**config.mk**
```make
export PLATFORM = sky130hd
export DESIGN_NAME = bicubic_rsp_packer_flat
export DESIGN_NICKNAME = d
export VERILOG_FILES = /design/src/rtl/bicubic_rsp_packer_if.sv /design/src/rtl/bicubic_rsp_packer.sv /design/src/flat_wrapper.sv
export SDC_FILE = /design/constraint.sdc
export NUM_CORES = 1
export LEC_CHECK = 0
export BUFFER_PORTS_ARGS = -buffer_cell sky130_fd_sc_hd__buf_2
export CORE_MARGIN = 2
export CORE_UTILIZATION = 35
export DETAILED_ROUTE_END_ITERATION = 6
export GPL_TIMING_DRIVEN = 0
export PLACE_DENSITY = 0.58
export SLEW_MARGIN = 10
export SYNTH_ARGS = -nofsm -noshare
export SYNTH_HDL_FRONTEND = slang
export SYNTH_SLANG_ARGS = --single-unit
```
**constraint.sdc**
```tcl
create_clock -name clk -period 3 [get_ports clk]
set_input_delay 0.3 -clock clk [delete_from_list [all_inputs] [get_ports clk]]
set_output_delay 0.3 -clock clk [all_outputs]
set_load 0.03 [all_outputs]
```
**src/rtl/bicubic_rsp_packer_if.sv**
```systemverilog
// Stream bundle around the response packer: 4-pixel group input from the
// bicubic core, packed-word output toward access control / write-back.
interface bicubic_rsp_packer_if #(
  parameter int CHANNEL_WIDTH = 8
);
  logic                       bcci_rsp_valid;
  logic                       bf_rsp_ready;
  logic [CHANNEL_WIDTH-1:0]   bcci_rsp_data1;
  logic [CHANNEL_WIDTH-1:0]   bcci_rsp_data2;
  logic [CHANNEL_WIDTH-1:0]   bcci_rsp_data3;
  logic [CHANNEL_WIDTH-1:0]   bcci_rsp_data4;
  logic                       ac_out_valid;
  logic                       ac_out_ready;
  logic [4*CHANNEL_WIDTH-1:0] ac_out_data;
  logic                       ac_out_sof;
  logic                       ac_out_eol;
  logic                       ac_out_eof;
  logic                       frame_done;

  // packer side
  modport slave (
    input  bcci_rsp_valid, bcci_rsp_data1, bcci_rsp_data2, bcci_rsp_data3,
           bcci_rsp_data4, ac_out_ready,
    output bf_rsp_ready, ac_out_valid, ac_out_data, ac_out_sof, ac_out_eol,
           ac_out_eof, frame_done
  );

  // upstream producer and downstream consumer side
  modport master (
    output bcci_rsp_valid, bcci_rsp_data1, bcci_rsp_data2, bcci_rsp_data3,
           bcci_rsp_data4, ac_out_ready,
    input  bf_rsp_ready, ac_out_valid, ac_out_data, ac_out_sof, ac_out_eol,
           ac_out_eof, frame_done
  );
endinterface

```
**src/rtl/bicubic_rsp_packer.sv**
```systemverilog
// Packs four adjacent upsampled pixels into one word, tags it with
// frame/row position and buffers it in a small register FIFO.
module bicubic_rsp_packer #(
  parameter int CHANNEL_WIDTH  = 8,
  parameter int BLOCK_SIZE     = 960,
  parameter int SRC_IMG_HEIGHT = 540,
  parameter int FIFO_DEPTH     = 4
) (
  input logic                  clk,
  input logic                  rst_n,
  bicubic_rsp_packer_if.slave  bus
);

  localparam int DATA_W   = 4 * CHANNEL_WIDTH;
  localparam int ENTRY_W  = DATA_W + 3;
  localparam int OUT_ROWS = SRC_IMG_HEIGHT * 4;
  localparam int COL_W    = (BLOCK_SIZE > 1) ? $clog2(BLOCK_SIZE) : 1;
  localparam int ROW_W    = (OUT_ROWS > 1) ? $clog2(OUT_ROWS) : 1;
  localparam int PTR_W    = $clog2(FIFO_DEPTH);
  localparam int CNT_W    = PTR_W + 1;

  localparam logic [COL_W-1:0] COL_LAST = COL_W'(BLOCK_SIZE - 1);
  localparam logic [ROW_W-1:0] ROW_LAST = ROW_W'(OUT_ROWS - 1);
  localparam logic [CNT_W-1:0] CNT_FULL = CNT_W'(FIFO_DEPTH);

  logic [COL_W-1:0]   col;
  logic [ROW_W-1:0]   row;
  logic [PTR_W-1:0]   wr_ptr;
  logic [PTR_W-1:0]   rd_ptr;
  logic [CNT_W-1:0]   count;
  logic [ENTRY_W-1:0] mem [FIFO_DEPTH];

  logic               in_hs;
  logic               out_hs;
  logic               col_last;
  logic               row_last;
  logic               tag_sof;
  logic               tag_eol;
  logic               tag_eof;
  logic [ENTRY_W-1:0] wr_entry;
  logic [ENTRY_W-1:0] head;

  // Ready looks only at the registered count, so a full FIFO never
  // accepts even when a pop happens in the same cycle.
  assign bus.bf_rsp_ready = (count != CNT_FULL);
  assign bus.ac_out_valid = (count != '0);

  assign in_hs  = bus.bcci_rsp_valid & bus.bf_rsp_ready;
  assign out_hs = bus.ac_out_valid & bus.ac_out_ready;

  // Tags use the counters before this group advances them.
  assign col_last = (col == COL_LAST);
  assign row_last = (row == ROW_LAST);
  assign tag_sof  = (row == '0) && (col == '0);
  assign tag_eol  = col_last;
  assign tag_eof  = col_last && row_last;

  assign wr_entry = {tag_eof, tag_eol, tag_sof,
                     bus.bcci_rsp_data4, bus.bcci_rsp_data3,
                     bus.bcci_rsp_data2, bus.bcci_rsp_data1};

  // Empty FIFO presents zeros rather than a stale entry.
  assign head = bus.ac_out_valid ? mem[rd_ptr] : '0;
  assign {bus.ac_out_eof, bus.ac_out_eol, bus.ac_out_sof, bus.ac_out_data} = head;

  // Column/row position of the next group within the output frame.
  always_ff @(posedge clk or negedge rst_n) begin
    if (!rst_n) begin
      col <= '0;
      row <= '0;
    end else if (in_hs) begin
      if (col_last) begin
        col <= '0;
        row <= row_last ? '0 : row + 1'b1;
      end else begin
        col <= col + 1'b1;
      end
    end
  end

  // FIFO storage: write the tagged word at the write pointer on accept.
  always_ff @(posedge clk or negedge rst_n) begin
    if (!rst_n) begin
      for (int i = 0; i < FIFO_DEPTH; i++) mem[i] <= '0;
    end else if (in_hs) begin
      mem[wr_ptr] <= wr_entry;
    end
  end

  // FIFO pointers and occupancy; pointers wrap naturally (power-of-2 depth).
  always_ff @(posedge clk or negedge rst_n) begin
    if (!rst_n) begin
      wr_ptr <= '0;
      rd_ptr <= '0;
      count  <= '0;
    end else begin
      if (in_hs)  wr_ptr <= wr_ptr + 1'b1;
      if (out_hs) rd_ptr <= rd_ptr + 1'b1;
      case ({in_hs, out_hs})
        2'b10:   count <= count + 1'b1;
        2'b01:   count <= count - 1'b1;
        default: count <= count;
      endcase
    end
  end

  // One-cycle pulse after the end-of-frame word leaves.
  always_ff @(posedge clk or negedge rst_n) begin
    if (!rst_n) begin
      bus.frame_done <= 1'b0;
    end else begin
      bus.frame_done <= out_hs & head[ENTRY_W-1];
    end
  end

endmodule

```
**src/flat_wrapper.sv**
```systemverilog
// flat-port wrapper written by rule: the top's interface ports become plain ports
module bicubic_rsp_packer_flat 
#(
  parameter int CHANNEL_WIDTH  = 8,
  parameter int BLOCK_SIZE     = 960,
  parameter int SRC_IMG_HEIGHT = 540,
  parameter int FIFO_DEPTH     = 4
)
  (clk, rst_n, bus_bcci_rsp_valid, bus_bcci_rsp_data1, bus_bcci_rsp_data2, bus_bcci_rsp_data3, bus_bcci_rsp_data4, bus_ac_out_ready, bus_bf_rsp_ready, bus_ac_out_valid, bus_ac_out_data, bus_ac_out_sof, bus_ac_out_eol, bus_ac_out_eof, bus_frame_done);
  bicubic_rsp_packer_if #(.CHANNEL_WIDTH(CHANNEL_WIDTH)) bus_i ();
  input logic clk;
  input logic rst_n;
  input wire logic [$bits(bus_i.bcci_rsp_valid)-1:0] bus_bcci_rsp_valid;
  input wire logic [$bits(bus_i.bcci_rsp_data1)-1:0] bus_bcci_rsp_data1;
  input wire logic [$bits(bus_i.bcci_rsp_data2)-1:0] bus_bcci_rsp_data2;
  input wire logic [$bits(bus_i.bcci_rsp_data3)-1:0] bus_bcci_rsp_data3;
  input wire logic [$bits(bus_i.bcci_rsp_data4)-1:0] bus_bcci_rsp_data4;
  input wire logic [$bits(bus_i.ac_out_ready)-1:0] bus_ac_out_ready;
  output wire logic [$bits(bus_i.bf_rsp_ready)-1:0] bus_bf_rsp_ready;
  output wire logic [$bits(bus_i.ac_out_valid)-1:0] bus_ac_out_valid;
  output wire logic [$bits(bus_i.ac_out_data)-1:0] bus_ac_out_data;
  output wire logic [$bits(bus_i.ac_out_sof)-1:0] bus_ac_out_sof;
  output wire logic [$bits(bus_i.ac_out_eol)-1:0] bus_ac_out_eol;
  output wire logic [$bits(bus_i.ac_out_eof)-1:0] bus_ac_out_eof;
  output wire logic [$bits(bus_i.frame_done)-1:0] bus_frame_done;
  assign bus_i.bcci_rsp_valid = bus_bcci_rsp_valid;
  assign bus_i.bcci_rsp_data1 = bus_bcci_rsp_data1;
  assign bus_i.bcci_rsp_data2 = bus_bcci_rsp_data2;
  assign bus_i.bcci_rsp_data3 = bus_bcci_rsp_data3;
  assign bus_i.bcci_rsp_data4 = bus_bcci_rsp_data4;
  assign bus_i.ac_out_ready = bus_ac_out_ready;
  assign bus_bf_rsp_ready = bus_i.bf_rsp_ready;
  assign bus_ac_out_valid = bus_i.ac_out_valid;
  assign bus_ac_out_data = bus_i.ac_out_data;
  assign bus_ac_out_sof = bus_i.ac_out_sof;
  assign bus_ac_out_eol = bus_i.ac_out_eol;
  assign bus_ac_out_eof = bus_i.ac_out_eof;
  assign bus_frame_done = bus_i.frame_done;
  bicubic_rsp_packer #(.CHANNEL_WIDTH(CHANNEL_WIDTH), .BLOCK_SIZE(BLOCK_SIZE), .SRC_IMG_HEIGHT(SRC_IMG_HEIGHT), .FIFO_DEPTH(FIFO_DEPTH)) u_core (.clk(clk), .rst_n(rst_n), .bus(bus_i));
endmodule
```
* Word-level counts from Yosys, hierarchy flattened
Index checks and enable logic that the tools add are counted.
** Storage, ports and cells
- Flip-flop bits (word level) :: 170
- Logic and storage cells :: 47
- Input bits :: 36
- Output and inout port bits :: 38
** Operators by class
- $add $sub $neg :: 6
- Bitwise gates (word level) :: 5
- Eq/ne operators :: 5
- Order comparisons :: 3
- Reduce and logical (&&, ||, !) cells :: 8
- Muxes and demuxes :: 10
** Operators with widths (count)
- bitwise mux 140 bit :: 1
- 2-to-1 mux 35 bit :: 4
- binary-select mux 35 bit (select 2 bit) :: 1
- demux 35 bit (select 2 bit) :: 1
- adder 12 x 1 -> 12 bit, second input constant :: 1
- equality test 12 bit, second input constant :: 1
- zero test 12 bit :: 1
- 2-to-1 mux 12 bit :: 1
- adder 10 x 1 -> 10 bit, second input constant :: 1
- equality test 10 bit, second input constant :: 1
- zero test 10 bit :: 1
- 2-to-1 mux 10 bit :: 1
- greater-or-equal comparator 3 bit, second input constant :: 2
- inverter 2 -> 3 bit :: 2
- one-hot mux 3 bit (2 select lines) :: 1
- adder 2 x 1 -> 2 bit, second input constant :: 2
- adder 3 x 1 -> 3 bit, second input constant :: 1
- AND 1 bit :: 3
- logical AND 1 bit :: 3
- less-than comparator 3 x 1 -> 1 bit, second input constant :: 1
- != test 3 bit, second input constant :: 1
- nonzero test 3 bit :: 1
- subtractor 3 x 1 -> 3 bit, second input constant :: 1
- equality test 2 x 1 -> 1 bit, second input constant :: 1
- other kinds (3) :: 3

* Logic depth before layout (Yosys ltp)
Gate-level depths: netlist of run 1.
- Word-level depth :: 6
- Mapped depth :: 9
- Gate-level depth less buffers :: 9

* Least setup slack after synthesis of run 1
No wires, ideal clock.
- Path kind :: register to register
- From :: reg u_core.count[1]
- To :: reg u_core.count[2]
- Setup slack :: 0.857 ns
- Period minus slack after synthesis :: 2.143 ns
- Arrival :: 2.064 ns
- Required time :: 2.921 ns
- Cell stages (with the launch flop) :: 10
- Buffers on the path :: 0
- Cell sequence :: dfrtp_1 > nor3b_2 > nor2_2 > inv_2 > ha_1 > inv_1 > fa_1 > xor2_1 > nor2_1 > xor2_1
** Between the ends
- Word-level cells in the longest chain between the ends :: 4
- Elaborated cells between the ends (all ways) :: 10
** Ends and longest elaborated chain
- from (decl) :: RTL line bicubic_rsp_packer.sv:30 : logic [CNT_W-1:0] count;
- from (signal assigned) :: RTL line bicubic_rsp_packer.sv:100 : 2'b10: count <= count + 1'b1;
- from (signal assigned) :: RTL line bicubic_rsp_packer.sv:101 : 2'b01: count <= count - 1'b1;
- from (signal assigned) :: RTL line bicubic_rsp_packer.sv:102 : default: count <= count;
- != test 3 bit or nonzero test 3 bit (tied branches) :: RTL line bicubic_rsp_packer.sv:45, bicubic_rsp_packer.sv:46
- AND 1 bit, on equally long branches :: RTL line bicubic_rsp_packer.sv:48, bicubic_rsp_packer.sv:49
- equality test 2 x 1 -> 1 bit or equality test 2 bit (tied branches) :: RTL line bicubic_rsp_packer.sv:99 : case ({in_hs, out_hs})
- one-hot mux 3 bit (2 select lines) or nonzero test 2 bit (tied branches)
Parallel ways exist; a longest one is shown, timed or not.
A chain may end at the register's enable or synchronous reset.

* Worst setup path after layout of run 1
- From :: reg u_core.rd_ptr[0]
- To :: out bus_ac_out_data[9]
** Between the ends
- Word-level cells in the longest chain between the ends :: 5
** Ends and longest elaborated chain
- from (decl) :: RTL line bicubic_rsp_packer.sv:29 : logic [PTR_W-1:0] rd_ptr;
- from (signal assigned) :: RTL line bicubic_rsp_packer.sv:98 : if (out_hs) rd_ptr <= rd_ptr + 1'b1;
- inverter 2 -> 3 bit (not written as such) :: RTL line bicubic_rsp_packer.sv:63 : assign head = bus.ac_out_valid ? mem[rd_ptr] : '0;
- binary-select mux 35 bit (select 2 bit) :: RTL line bicubic_rsp_packer.sv:63
- 2-to-1 mux 35 bit (not written as such) (2 in series) :: RTL line bicubic_rsp_packer.sv:63
- 2-to-1 mux 35 bit :: RTL line bicubic_rsp_packer.sv:63
- to (decl) :: RTL line flat_wrapper.sv:21 : output wire logic [$bits(bus_i.ac_out_data)-1:0] bus_ac_out_data;
No other way between the ends. The select of a mux whose other input is x is not followed.

==> results of run 1 <==
registers in the layout (all words and copies together) (netlist names):
| register | cells |
|---|---|
| u_core.row | 12 |
| u_core.wr_ptr | 2 |
| u_core.mem | 140 |
| u_core.bus.frame_done | 1 |
| u_core.col | 10 |
| u_core.count | 3 |
| u_core.rd_ptr | 2 |
cells in the mapped netlist, drive strengths merged (5+ instances only):
cell type / instances
dfrtp: 170
mux2: 132
and2: 38
mux4: 35
nand2: 19
buf: 18
inv: 17
nand3: 11
nor2: 10
xnor2: 10
clkbuf: 9
ha: 9
o21ai: 9
a21oi: 8
nor4: 8
and3: 7
nand4: 7
mux2i: 5
cell type report:
cell class | instances | share of cell area
Multi-Input combinational cell | 342 | 0.370
Inverter | 17 | 0.00681
Buffer | 28 | 0.0166
Tap cell | 285 | 0.0381
Clock inverter | 15 | 0.0248
Sequential cell | 170 | 0.454
Timing Repair Buffer | 75 | 0.0441
Clock buffer | 17 | 0.0454
worst paths after layout:
check,from,end,slack [ps]
setup / recovery,u_core.rd_ptr[0]$_DFFE_PN0P_,bus_ac_out_data[9],290
hold / removal,bus_ac_out_ready,u_core.bus.frame_done$_DFF_PN0_,120
setup reg to reg,u_core.count[0]$_DFFE_PN0P_,u_core.count[2]$_DFFE_PN0P_,430
hold reg to reg,u_core.count[2]$_DFFE_PN0P_,u_core.count[2]$_DFFE_PN0P_,490
max in group asynchronous,rst_n,u_core.mem[14]$_DFFE_PN0P_,1670
min in group asynchronous,rst_n,u_core.mem[30]$_DFFE_PN0P_,460
repair_timing:
| action | CTS | global route |
|---|---|---|
| hold endpoints to repair | 76 | 0 |
| buffers inserted | 0 | 0 |
| hold buffers | 1 | 0 |
| setup endpoints to repair | 0 | 21 |
| gates resized for setup | 0 | 6 |
routing by layer:
metal,share of wire,vias up,global-route usage
li1,-,2219,-
met1,0.44,2580,0.198
met2,0.51,75,0.263
met3,0.037,14,0.0401
met4,0.012,0,0.0397
met5,0,-,0
cells in the final DEF (no fill, tap or decap), types with 2 or more instances in the layout:
| cell | count |
|---|---|
| and3_1 | 7 |
| clkbuf_16 | 17 |
| clkinv_4 | 2 |
| clkbuf_1 | 6 |
| o21ai_0 | 8 |
| mux2i_1 | 5 |
| nor2_1 | 8 |
| nand3_1 | 9 |
| dfrtp_1 | 170 |
| xnor2_1 | 10 |
| and2_1 | 38 |
| mux4_2 | 35 |
| ha_1 | 9 |
| a211oi_1 | 2 |
| buf_4 | 6 |
| nand4b_1 | 3 |
| nor4_1 | 7 |
| buf_2 | 84 |
| bufinv_16 | 5 |
| xor2_1 | 4 |
| nand3_2 | 2 |
| mux2_2 | 132 |
| nand2_1 | 19 |
| or3_1 | 2 |
| clkbuf_2 | 3 |
| clkinv_2 | 2 |
| inv_6 | 5 |
| a21oi_1 | 8 |
| or4_1 | 3 |
| inv_1 | 16 |
| a22o_1 | 4 |
| nand4_1 | 7 |
power groups by stage:
stage	registers (W)	clock network, W	logic [W]
2_1_floorplan	0.00366	0	0.00380
3_3_place_gp	0.00374	0	0.00487
3_5_place_dp	0.00385	0	0.00500
4_1_cts	0.00381	0.00249	0.00502
5_1_grt	0.00394	0.00261	0.00531
6_report	0.00382	0.00244	0.00491
metrics by stage:
stage	hold WS [ps]	setup TNS, ps	total power [W]	std cells	utilization
final	116	0	0.0112	949	0.418
after detailed placement	328	0	0.00885	916	0.388
after floorplan	4.41	0	0.00745	557	-
after global placement	462	-142110	0.00861	915	0.386
after CTS	103	0	0.0113	949	0.417
after global routing	111	0	0.0119	949	0.418
cell families (layout without fill, tap and decap cells):
logic type / Yosys count / after routing / share of synthesized area
buffers and inverters: 45 / 152 / 0.0271
and+or+nand+nor: 117 / 117 / 0.0887
DFF: 170 / 170 / 0.536
muxes: 172 / 172 / 0.293
xor gates and xnor gates: 14 / 14 / 0.0154
adders and majority gates: 10 / 10 / 0.0167
AOI/OAI and AO/OA: 29 / 29 / 0.0232
==> metrics.cfg, run 1 <==
[status]
status = finished, final reports clean

[clocking]
clkTransAtPathRegs_ps = 60
clk_path_buf_depth = 2
htree_levels = 4
tritoncts = built
clk_latency_ps = 430
cts_buffers = 17
clock-sinks = 170
cts-root-buf = clkbuf_16

[critical_path]
cp.required_ps = 2700
worst-setup-path-type = reg2out
path_cells = buf_2, buf_2, mux4_2, and2_1, buf_2
path_depth = 5
crit_family = buffers and inverters
critPathSlowestCell = mux4_2
cpMostUsedCell = buf_2
rr_worst_depth = 9
end_kind = primary output
cp_slowest_stage_delay_ps = 550
crit_fanout = 10
startpoint_type = register
arrival_ps = 2410
path_buf_inv = 3

[logic_synthesis]
syn_nets = 603
post_synth_main_area_contributors = dfrtp_1, mux2_2, mux4_2
avgSynthCellArea_um2 = 14.3
syn_area_um2 = 7940
yosys_warnings = 0
synth_cell_type_count = 48
synth_area_leader_cell = dfrtp_1
synth_edf_count = 0
async_flop_share = 1.00
ys_ff_latch = 170
syn_inst = 557
synth_seq_area_share = 0.536
synth_ff_type = dfrtp_1
synthDominantCellAreaShare = 0.536

[sta]
final.setup.worst_slack_ps = 286
max_freq_ghz = 0.369
min_period_over_period = 0.905
drv_slew = 0
rsz0062_at_grt = false
setup_viol = 0
slew_headroom = 0.362
tightest_slew_ps = 948
layout_min_cycle_time_ps = 2710
hold_violations = 0
fin_worst_skew_ps = 13.2

[floorplanning]
dieHeight_um = 155
ioPinCount = 74
die_w_um = 155
dieArea_um2 = 23900
num_rows = 55
core_area_um2 = 22400
start_util = 0.354

[final_layout]
drive_above_1_share = 0.461
fillCellCount = 2061
fin_area_um2 = 9370
multi_input_area_um2 = 3470
antennaDiodeCount = 0
seq_area_um2 = 4250
nets = 697
synthToLayoutAreaGrowth_pct = 18.0

[power]
p_leak_nw = 4.11
p_seq_frac = 0.342
p_per_area_nw_per_um2 = 1190
power_frac_comb = 0.440
switchingPower_w = 0.00404
intPower_w = 0.00713
clock_power_share = 0.219
ir_worst_vdd_v = 0.000416
switching_share = 0.362

[route]
first_pass_iters = 4
ant_nets = 0
vias = 4888
drt-initial-drc-count = 246
drt_wl_total_mm = 17.4
via_per_inst = 5.15
drc_errors = 0
wl_per_cell_um = 18.3

[place]
gp_congestion = 0.805
placed_area_um2 = 8700
dp_hpwl_mm = 12.0
port_buffers = 73
dpl_worst_slack_ps = 412

[global_routing]
grt_util_all_layers = 0.155
antenna_found_initial = 0
overflow = 0
grt_max_degree = 95
grt_pass1_vias = 5273
grt_pass1_wl_mm = 28.5

[hold_path]
hp-class = in2reg
hold_depth = 2

[job]
drv_cap = 0

Note: power is estimated with default switching activity, not from simulation.
==> inputs of run 2 (changes only) <==
--- a/config.mk
+++ b/config.mk
@@ -11,6 +11,7 @@
 export DETAILED_ROUTE_END_ITERATION = 6
 export GPL_TIMING_DRIVEN = 0
 export PLACE_DENSITY = 0.58
+export SETUP_SLACK_MARGIN = 0.4
 export SLEW_MARGIN = 10
 export SYNTH_ARGS = -nofsm -noshare
 export SYNTH_HDL_FRONTEND = slang
==> run 2 against run 1 <==
  * Non-clock buffer count stayed put
  * Clock-buffer cell count unchanged
  * Final cell count is the same
  * First-iteration DRC count fell by 7.7%
  * Cell area grew 0.27%
==> metrics.cfg, run 2 (same netlist as run 1, synthesis figures left out) <==
[floorplanning]
num_rows = 55
start_util = 0.354
core_area_um2 = 22400
dieHeight_um = 155
ioPinCount = 74
die_w_um = 155
dieArea_um2 = 23900

[place]
dp_hpwl_mm = 12.0
gp_congestion = 0.805
placed_area_um2 = 8700
port_buffers = 73
place_inst = 916

[clocking]
tritoncts = built
clock-sinks = 170
cts_buffers = 17
clkTransAtPathRegs_ps = 60
clk_latency_ps = 420
htree_levels = 4
clk_path_buf_depth = 2
cts-root-buf = clkbuf_16
cts_setup_buffers = 0

[final_layout]
drive_above_1_share = 0.467
antennaDiodeCount = 0
fin_area_um2 = 9390
nets = 697
top_regs = u_core.mem (140), u_core.row (12), u_core.col (10)
layout_commonest_cell = dfrtp_1
synthToLayoutAreaGrowth_pct = 18.3
largest_register_ffs = 140
layout_common_cells = dfrtp_1, mux2_2, buf_2
final_cells = 949
top_register = u_core.mem

[sta]
tightest_slew_ps = 969
rsz0062_at_grt = false
hold_violations = 0
hold_ws_ps = 118
setup_viol = 0
tns_ps = 0
slew_headroom = 0.348
layout_min_cycle_time_ps = 2470
drv_slew = 0
min_period_over_period = 0.824
fin_worst_skew_ps = 12.7
max_freq_ghz = 0.404

[job]
drv_cap = 0

[critical_path]
startpoint_type = register
worst-setup-path-type = reg2out
arrival_ps = 2170
crit_family = buffers and inverters
critPathSlowestCell = mux4_2
crit_fanout = 10
r2r_start = u_core.count[1]$_DFFE_PN0P_
path_buf_inv = 3
end_kind = primary output
cp.required_ps = 2700
path_depth = 5
path_cells = buf_4, buf_4, mux4_2, and2_1, buf_2
rr_worst_depth = 7
cp-startpoint = u_core.rd_ptr[0]$_DFFE_PN0P_
cp_slowest_stage_delay_ps = 540
cpMostUsedCell = buf_4

[status]
status = finished, final reports clean

[route]
via_per_inst = 5.16
vias = 4893
drt_wl_total_mm = 17.4
drt-initial-drc-count = 227
ant_nets = 0
drc_errors = 0
wl_per_cell_um = 18.3
first_pass_iters = 5

[power]
p_per_area_nw_per_um2 = 1190
finalPower_w = 0.0112
ir_worst_vdd_v = 0.000416
p_leak_nw = 4.12

[global_routing]
grt_pass1_wl_mm = 28.5
overflow = 0
antenna_found_initial = 0
grt_pass1_vias = 5275
grt_util_all_layers = 0.155
grt_max_degree = 95

[hold_path]
min_from = bus_ac_out_ready
hold_depth = 2
hp-class = in2reg

[run 2: cell count changes in the layout (fill, tap and decap cells not counted)]
cell / delta
buf_2: -4
clkbuf_1: -4
buf_4: +3
buf_6: +1
clkbuf_2: +4
nor3b_4: +1
nor3b_2: -1
[run 2: power breakdown]
| group | total, W | switching [W] | internal (W) |
|---|---|---|---|
| Combinational | 0.00495 | 0.00257 | 0.00238 |
| Sequential | 0.00382 | 0.000538 | 0.00329 |
| Clock | 0.00244 | 0.000943 | 0.00150 |
| Total | 0.0112 | 0.00405 | 0.00716 |
[run 2: final timing paths]
check                                                   to  slack [ps]
setup / recovery                       bus_ac_out_data[20]         530
hold / removal             u_core.bus.frame_done$_DFF_PN0_         120
setup reg to reg               u_core.count[1]$_DFFE_PN0P_         570
hold reg to reg                 u_core.row[10]$_DFFE_PN0P_         500
max in group asynchronous       u_core.mem[14]$_DFFE_PN0P_        1660
min in group asynchronous       u_core.mem[30]$_DFFE_PN0P_         460
[run 2: per-stage QoR]
| step | utilization | setup slack, ps |
|---|---|---|
| 3_5_place_dp | 0.388 | 412 |
| 2_1_floorplan | - | 857 |
| 4_1_cts | 0.418 | 446 |
| 6_report | 0.419 | 527 |
| 5_1_grt | 0.419 | 406 |
| 3_3_place_gp | 0.386 | -855 |
[run 2: per-layer routing]
layer / routed length, um / vias to the layer above / track usage / share of wire
li1: - / 2218 / - / -
met1: 7680 / 2572 / 0.200 / 0.44
met2: 8810 / 89 / 0.261 / 0.51
met3: 683 / 14 / 0.0401 / 0.039
met4: 204 / 0 / 0.0397 / 0.012
met5: 0 / - / 0 / 0
[run 2: area by class of cell]
class	count	area (um^2)
clock buffers	17	425
fillers	2064	13000
plain buffers	28	174
repair buffers	75	413
flip-flops and latches	170	4250
inverters	17	63.8
well taps	285	357
clock inverters	15	233
multi-input cells	342	3470
[run 2: what timing repair did]
action                                  CTS  global route
resized for setup                        10             5
cloned                                    0             0
endpoints found under the setup margin   30            11
endpoints found under the hold margin    76             0
hold buffers                              1             0
==> inputs of run 3 (changes only) <==
--- a/config.mk
+++ b/config.mk
@@ -5,12 +5,13 @@
 export SDC_FILE = /design/constraint.sdc
 export NUM_CORES = 1
 export LEC_CHECK = 0
+export ABC_AREA = 1
 export BUFFER_PORTS_ARGS = -buffer_cell sky130_fd_sc_hd__buf_2
 export CORE_MARGIN = 2
 export CORE_UTILIZATION = 35
 export DETAILED_ROUTE_END_ITERATION = 6
 export GPL_TIMING_DRIVEN = 0
-export PLACE_DENSITY = 0.58
+export PLACE_DENSITY = 0.59
 export SETUP_SLACK_MARGIN = 0.4
 export SLEW_MARGIN = 10
 export SYNTH_ARGS = -nofsm -noshare
==> constraint.sdc (replaced) <==
create_clock -name clk -period 2 [get_ports clk]
set_input_delay 0.2 -clock clk [delete_from_list [all_inputs] [get_ports clk]]
set_output_delay 0.2 -clock clk [all_outputs]
set_load 0.03 [all_outputs]
==> run 3 against run 2 <==
  * The run now ends with negative setup slack left
  * Wire length increased by 53%
  * Setup slack worse by 570 ps
  * Via count rose by 55%
  * Largest cell class is now multi-input combinational cells
==> metrics.cfg, run 3 <==
[logic_synthesis]
avgSynthCellArea_um2 = 8.17
syn_area_um2 = 8330
async_flop_share = 1.00
yosys_warnings = 0
synthTopCellsByCount = nand2_1, o21ai_0, dfrtp_1, nor2_1, inv_1
post_synth_main_area_contributors = dfrtp_1, o21ai_0, nand2_1
synth_edf_count = 0
synthDominantCellAreaShare = 0.511
syn_inst = 1020
synth_seq_area_share = 0.511
synth_cell_type_count = 35
syn_nets = 1066
synth.most_common_cell = nand2_1
synth_ff_type = dfrtp_1
synth_area_leader_cell = dfrtp_1
ys_ff_latch = 170

[critical_path]
end_kind = primary output
r2r_end = u_core.count[2]$_DFFE_PN0P_
crit_family = buffers and inverters
crit_fanout = 11
cp-startpoint = u_core.rd_ptr[0]$_DFFE_PN0P_
rr_worst_depth = 11
cp.required_ps = 1800
arrival_ps = 1840
critPathSlowestCell = dfrtp_2
cp_slowest_stage_delay_ps = 450
worst-setup-path-type = reg2out
r2r_slack_ps = 150
path_buf_inv = 4
r2r_start = u_core.count[0]$_DFFE_PN0P_
path_cells = buf_12, inv_16, clkbuf_16, o21ai_1, a21oi_2, buf_6
startpoint_type = register

[floorplanning]
dieArea_um2 = 25100
start_util = 0.356
core_area_um2 = 23400
die_w_um = 158
dieHeight_um = 158
ioPinCount = 74
num_rows = 56

[sta]
final.setup.worst_slack_ps = -40.3
tightest_slew_ps = 588
fin_worst_skew_ps = 10.1
min_period_over_period = 1.02
drv_slew = 0
setup_viol = 6
hold_ws_ps = 44.1
hold_violations = 0
rsz0062_at_grt = true
slew_headroom = 0.608
max_freq_ghz = 0.490
layout_min_cycle_time_ps = 2040

[hold_path]
hold_depth = 3
hp-class = in2reg
hold_path_end = u_core.bus.frame_done$_DFF_PN0_
min_from = bus_ac_out_ready

[final_layout]
layout_common_cells = dfrtp_1, nor2_1, o21ai_1
final_cells = 1505
top_regs = u_core.mem (140), u_core.row (12), u_core.col (10)
drive_above_1_share = 0.449
largest_register_ffs = 140
nets = 1219
synthToLayoutAreaGrowth_pct = 52.2
layout_commonest_cell = dfrtp_1
antennaDiodeCount = 0
top_register = u_core.mem
fin_area_um2 = 12700

[route]
wl_per_cell_um = 17.6
first_pass_iters = 4
vias = 7600
drt_wl_total_mm = 26.5
ant_nets = 0
drt-initial-drc-count = 473
via_per_inst = 5.05
drc_errors = 0

[global_routing]
grt_pass1_wl_mm = 37.1
antenna_found_initial = 0
use_met1 = 0.258
globalRouteMet3Util = 0.0313
grt_pass1_vias = 6811
busiest_layer = met2
overflow = 0
grt_util_all_layers = 0.192
grt_max_degree = 100
use_met2 = 0.328

[power]
p_per_area_nw_per_um2 = 1810
ir_worst_vdd_v = 0.000933
p_leak_nw = 5.76

[clocking]
tritoncts = built
cts_buffers = 17
clkTransAtPathRegs_ps = 60
clk_path_buf_depth = 2
clk_latency_ps = 440
clock-sinks = 170
cts-root-buf = clkbuf_16
htree_levels = 4

[place]
placed_area_um2 = 9290
gp_congestion = 0.838
dp_hpwl_mm = 15.1
port_buffers = 73
dpl_worst_slack_ps = -144
place_inst = 1413

[status]
status = finished with violations
violations = negative setup slack

[job]
drv_cap = 0

run 3: changes by cell type after synthesis, sizes merged, moves of 8 or more:
cell	change
nor4	-8
inv	+60
nand3	+18
nor2	+163
and2	-38
mux4	-35
xor2	+8
nand2	+198
o21ai	+209
mux2	-132
a21oi	+28
xnor2	-8
buf	+22
run 3: where the power goes:
| group | internal (W) | switching (W) |
|---|---|---|
| clock | 0.00226 | 0.00146 |
| sequential | 0.00477 | 0.00118 |
| combinational | 0.00609 | 0.00714 |
run 3: kinds of logic after synthesis:
family / Yosys count / share of synthesized area
xor+xnor: 14 / 0.0147
flops: 170 / 0.511
simple gates: 433 / 0.219
compound gates: 259 / 0.168
buf+inv: 134 / 0.0725
fa+ha+maj: 10 / 0.0159
run 3: repair_timing:
item | CTS | global route
setup buffers | 14 | 23
gates cloned | 0 | 22
resized for setup | 146 | 624
endpoints found under the hold margin | 71 | 0
hold buffers | 1 | 0
setup endpoints to repair | 46 | 195
pin swaps | 14 | 43
run 3: layout make-up:
class / count / area [um^2]
Multi-Input combinational cell: 716 / 4610
Buffer: 56 / 902
Tap cell: 319 / 399
Clock inverter: 13 / 214
Timing Repair Buffer: 132 / 1470
Fill cell: 2033 / 10700
Inverter: 78 / 349
Sequential cell: 170 / 4260
Timing Repair inverter: 2 / 27.5
Clock buffer: 19 / 443
run 3: tightest hold or removal path, cell delays in order:
cell,delay [ps]
buf_2,100
nand2_2,90
nor2_1,50
run 3: through the flow:
stage	utilization	setup TNS, ps	total power [W]
finish	0.542	-103	0.0229
global route	0.542	-752	0.0242
CTS	0.449	0	0.0187
detailed placement	0.397	-744	0.0136
global placement	0.395	-352340	0.0135
floorplan	-	0	0.0112
run 3: worst max path at each step:
stage	endpoint	slack [ps]	cells after the start
finish	bus_ac_out_data[1]	-40	6
CTS	bus_ac_out_data[2]	10	6
floorplan	u_core.count[2]$_DFFE_PN0P_	30	10
global route	bus_ac_out_sof	-90	6
global placement	u_core.mem[99]$_DFFE_PN0P_	-2090	1
detailed placement	bus_ac_out_data[2]	-140	6
run 3: routing by layer:
| layer | vias to the layer above | share of wire | routed length [um] |
|---|---|---|---|
| met1 | 3742 | 0.42 | 11300 |
| met3 | 57 | 0.038 | 1010 |
| li1 | 3623 | - | - |
| met5 | - | 0 | 0 |
| met2 | 178 | 0.51 | 13500 |
| met4 | 0 | 0.027 | 707 |
